`src/rtl/wb_arb_pkg.sv`:
```
// Shared widths, state encoding and counter width for the writeback-port arbiter.
package wb_arb_pkg;
  localparam int REG_ADDR_W   = 5;
  localparam int DATA_W       = 32;
  localparam int STARVE_CNT_W = 4;

  typedef enum logic {NORMAL = 1'b0, STEAL = 1'b1} arb_state_e;
endpackage

```
`src/rtl/wb_arb_starve_ctr.sv`:
```
// Saturating LU starvation counter; tc flags the last blocked cycle before a steal.
module wb_arb_starve_ctr
  import wb_arb_pkg::*;
#(
  parameter int STARVE_MAX = 4
) (
  input  logic clk_i,
  input  logic rst_n_i,
  input  logic lu_valid,
  input  logic lu_gnt,
  output logic tc
);
  logic [STARVE_CNT_W-1:0] cnt;

  always_ff @(posedge clk_i or negedge rst_n_i) begin
    if (!rst_n_i)                  cnt <= '0;
    else if (lu_gnt || !lu_valid)  cnt <= '0;
    else if (cnt != '1)            cnt <= cnt + 1'b1;
  end

  assign tc = (cnt == STARVE_CNT_W'(STARVE_MAX - 1));
endmodule

```
`src/rtl/wb_port_arbiter.sv`:
```
// Register-file write-port arbiter: pipeline writeback vs long-latency unit, with forced steal.
// Define WB_ARB_STATS_EN to add saturating steal / LU-write statistics outputs.
module wb_port_arbiter
  import wb_arb_pkg::*;
#(
  parameter int STARVE_MAX = 4
) (
  input  logic                  clk_i,
  input  logic                  rst_n_i,
  input  logic                  wb_we_i,
  input  logic [REG_ADDR_W-1:0] wb_addr_i,
  input  logic [DATA_W-1:0]     wb_data_i,
  input  logic                  lu_valid_i,
  input  logic [REG_ADDR_W-1:0] lu_addr_i,
  input  logic [DATA_W-1:0]     lu_data_i,
  output logic                  lu_ready_o,
  output logic                  rf_we_o,
  output logic [REG_ADDR_W-1:0] rf_addr_o,
  output logic [DATA_W-1:0]     rf_data_o,
  output logic                  stall_o
`ifdef WB_ARB_STATS_EN
  ,
  output logic [15:0]           stat_steal_o,
  output logic [15:0]           stat_lu_grant_o
`endif
);
  arb_state_e state, next_state;
  logic pw, lv, pipe_gnt, lu_gnt, tc;

  always_comb begin
    pw       = wb_we_i && (wb_addr_i != '0);
    lv       = lu_valid_i && (lu_addr_i != '0);
    pipe_gnt = (state == NORMAL) && pw;
    // In STEAL pipe_gnt is 0, so LU wins whenever it is valid.
    lu_gnt     = lu_valid_i && !pipe_gnt;
    lu_ready_o = rst_n_i && lu_gnt;
    rf_we_o    = rst_n_i && (lu_gnt ? lv : pipe_gnt);
    rf_addr_o  = lu_gnt ? lu_addr_i : wb_addr_i;
    rf_data_o  = lu_gnt ? lu_data_i : wb_data_i;
    next_state = NORMAL;
    if (state == NORMAL && lu_valid_i && !lu_gnt && tc) next_state = STEAL;
  end

  wb_arb_starve_ctr #(.STARVE_MAX(STARVE_MAX)) u_starve (
    .clk_i    (clk_i),
    .rst_n_i  (rst_n_i),
    .lu_valid (lu_valid_i),
    .lu_gnt   (lu_gnt),
    .tc       (tc)
  );

  always_ff @(posedge clk_i or negedge rst_n_i) begin
    if (!rst_n_i) begin
      state   <= NORMAL;
      stall_o <= 1'b0;
    end else begin
      state   <= next_state;
      stall_o <= (next_state == STEAL);
    end
  end

`ifdef WB_ARB_STATS_EN
  always_ff @(posedge clk_i or negedge rst_n_i) begin
    if (!rst_n_i) begin
      stat_steal_o    <= '0;
      stat_lu_grant_o <= '0;
    end else begin
      if (state == STEAL && stat_steal_o != 16'hFFFF)
        stat_steal_o <= stat_steal_o + 1'b1;
      if (lu_gnt && rf_we_o && stat_lu_grant_o != 16'hFFFF)
        stat_lu_grant_o <= stat_lu_grant_o + 1'b1;
    end
  end
`endif
endmodule

```
`config.mk`:
```
export PLATFORM = sky130hd
export DESIGN_NAME = wb_port_arbiter
export DESIGN_NICKNAME = d
export VERILOG_FILES = /design/src/rtl/wb_arb_pkg.sv /design/src/rtl/wb_arb_starve_ctr.sv /design/src/rtl/wb_port_arbiter.sv
export SDC_FILE = /design/constraint.sdc
export NUM_CORES = 1
export LEC_CHECK = 0
export CAP_MARGIN = 30
export CORE_MARGIN = 8
export CORE_UTILIZATION = 31
export CTS_CLUSTER_DIAMETER = 100
export CTS_CLUSTER_SIZE = 24
export DETAILED_ROUTE_END_ITERATION = 7
export GPL_ROUTABILITY_DRIVEN = 0
export PLACE_DENSITY_LB_ADDON = 0.05
export SLEW_MARGIN = 20
export SYNTH_ARGS = -nofsm -noshare
export SYNTH_HDL_FRONTEND = slang
export SYNTH_HIERARCHICAL = 1
export SYNTH_SLANG_ARGS = --single-unit
```
`constraint.sdc`:
```
create_clock -name clk_i -period 3.34 [get_ports clk_i]
set_clock_uncertainty 0.15 [all_clocks]
set_input_delay 0.835 -clock clk_i [delete_from_list [all_inputs] [get_ports clk_i]]
set_output_delay 0.835 -clock clk_i [all_outputs]
set_load 0.1 [all_outputs]
```
==> reports/qor.txt <==
Initial antenna violation count -> 0
Worst Max-Slew Pin Slew -> 0.307 ns
Post-route cell area -> 3450 um2
Seq/Total Area, Yosys -> 10.1%
Final setup viols -> 34
Final Worst Setup Slack -> -0.0963 ns
Mean area per synthesized cell -> 8.88 um2
Clock Latency Late Sink -> 0.22 ns
CORE AREA -> 3910 um2
Required time of the critical path -> 2.35 ns
Sw power -> 0.499 mW
Synth Net Count -> 218
CTS buffer count -> 3
Drt first pass iters -> 4
Most frequent cells in the layout -> 72 x clkdlybuf4s50_1, 42 x buf_12, 26 x a31o_4
Synth warnings -> 6
Post-Synthesis Cells -> 139
Clk sinks -> 5
Reg area -> 125 um2
Placed inst area -> 3000 um2
Setup crit start -> wb_addr_i[1]
Initial Utilization -> 31.6%
Layout fillers -> 167
Via count -> 1921
Post-route clock period utilization -> 103%
Die W -> 79.1 um
Final WL -> 8150 um
Total grt overflow -> 0
Internal -> 0.505 mW
Largest net degree at the start of global routing -> 34
Power Total -> 1.00 mW
EDFF count, synth -> 0
Sw Ratio -> 49.7%
Remaining antenna violation count -> 0
Vias in the first global route -> 2099
FF+latch count, synth -> 5
Max Cap Violations -> 0
Share of layout cells above drive strength 1 -> 58.8%
Area growth, synth to finish -> 180%
First-pass GRT wire length -> 11900 um
PortBufs -> 117
Hold Slack -> 0.483 ns
Routed WL per cell -> 25.7 um
Netlist Area Pre-Place -> 1230 um2
Register share of total power -> 6.6%
VDD IR max -> 0.000272 V
RSZ-0062 raised after global routing -> true
Reg clk slew, reported paths -> 0.04 ns
Highest Clock Rate -> 291 MHz
Final core utilization -> 88.2%
Clk pwr share -> 11.3%
Max FO, Critical Path -> 13
Placement Setup Slack -> -0.378 ns
CTS hold repair buffers -> 0
Ports -> 118
# nets final -> 347
Critical Path Sink Type -> output port
# diodes -> 0
Async SR Flop Fraction -> 100%
Die Area -> 6260 um2
Fin. Hold Viols -> 0
P_leak -> 1.40 nW
Crit path launch type -> primary input
Hold WC Path Type -> flop to flop
CTS tree -> built
Vias per std cell -> 6.06
Worst r2r src -> state$_DFF_PN0_
CTS Buffer Depth -> 2
Slew Limit Fails -> 0
Status -> finished, violations left
Worst EP arrival -> 2.45 ns
H-tree depth -> 1
Die Height -> 79.1 um
Distinct cell type count of the synthesized netlist -> 39
Max_slew headroom -> 79.3%
Clock root cell -> clkbuf_8
Pwr dens -> 291 nW/um2
HPWL after DPL -> 5130 um
Hold path start -> u_starve/cnt[0]$_DFFE_PN0P_
Most common cell after layout, fill and taps aside -> clkdlybuf4s50_1
Violated checks -> negative setup slack
Most used flip-flop cell after synthesis -> dfrtp_1
Combinational power share -> 82.0%
Period minus WS final -> 3.44 ns
Critical path class -> primary input to output port
# rows -> 23
Total GRT Usage -> 23.9%
DRC viols -> 0
Initial DRC count -> 85
Area of the multi-input gates -> 1330 um2
==> registers in the layout (all words and copies together) (netlist names) <==
register	flops
state	1
u_starve/cnt	4
==> what timing repair did <==
| action | CTS | global route |
|---|---|---|
| gates cloned | 3 | 0 |
| setup buffers | 7 | 0 |
| endpoints found under the setup margin | 38 | 37 |
| gates resized for setup | 45 | 19 |
| pin swaps | 16 | 3 |
==> worst paths after layout <==
check	to	slack, ns	cells after the start
max in group asynchronous	u_starve/cnt[3]$_DFFE_PN0P_	2.10	1
hold reg to reg	u_starve/cnt[0]$_DFFE_PN0P_	0.48	2
setup / recovery	rf_data_o[2]	-0.1	7
hold / removal	u_starve/cnt[0]$_DFFE_PN0P_	0.48	2
min in group asynchronous	state$_DFF_PN0_	0.71	1
setup reg to reg	u_starve/cnt[2]$_DFFE_PN0P_	1.48	7
==> per-layer routing <==
layer	vias to the layer above	GRT usage, %	share of wire (%)
met3	14	5.87	6.7
met5	-	0	0
met1	953	24.5	34
li1	863	-	-
met2	91	46.6	57
met4	0	6.30	2.0
==> cells in the mapped netlist (2+ instances only) <==
| library cell | n | area share (%) |
|---|---|---|
| nand2_1 | 5 | 1.5 |
| o221a_2 | 31 | 28 |
| nor2b_1 | 2 | 1.0 |
| a31o_1 | 30 | 21 |
| nor2_1 | 2 | 0.61 |
| o21ai_0 | 3 | 1.2 |
| a31o_2 | 3 | 2.1 |
| a32o_1 | 2 | 1.6 |
| or2_2 | 2 | 1.0 |
| dfrtp_1 | 5 | 10 |
| nand3b_1 | 2 | 1.2 |
| nand2b_1 | 3 | 1.5 |
| clkbuf_1 | 16 | 4.9 |
| buf_6 | 7 | 6.4 |
| o221ai_1 | 2 | 1.4 |
==> power groups by stage <==
| stage | Combinational, mW | Sequential (mW) | Clock, mW |
|---|---|---|---|
| global placement | 0.743 | 0.0662 | 0 |
| global route | 0.845 | 0.0665 | 0.120 |
| CTS | 0.800 | 0.0663 | 0.116 |
| floorplan | 0.435 | 0.0668 | 0 |
| detailed placement | 0.752 | 0.0669 | 0 |
| finish | 0.824 | 0.0664 | 0.114 |
==> area by class of cell <==
| type | instances | area share, % |
|---|---|---|
| Timing Repair Buffer | 148 | 54.5 |
| Multi-Input combinational cell | 108 | 38.5 |
| Sequential cell | 5 | 3.62 |
| Tap cell | 50 | 1.81 |
| Clock buffer | 4 | 1.30 |
| Inverter | 2 | 0.217 |
==> through the flow <==
step,std cells,TNS (ns)
2_1_floorplan,139,-1.52
3_3_place_gp,305,-11.29
3_5_place_dp,305,-12.61
4_1_cts,319,-1.98
5_1_grt,317,-2.91
6_report,317,-1.90
==> cell families (layout without fill, tap and decap cells) <==
logic type | Yosys count | after routing | synth area share [%]
multiplexers | 1 | 1 | 0.811
adder cells (fa/ha/maj) | 1 | 1 | 1.01
buffers and inverters | 26 | 154 | 12.3
AO/OA/AOI/OAI | 80 | 80 | 62.7
AND/OR/NAND/NOR | 26 | 26 | 13.1
flip-flops | 5 | 5 | 10.1
==> worst max-delay path, stage by stage <==
cell	delay (ns)
buf_6	0.09
or4_4	0.54
buf_6	0.16
buf_16	0.15
o221a_2	0.26
a31o_2	0.25
buf_12	0.17
No activity file was read; power rests on OpenSTA's default activity.
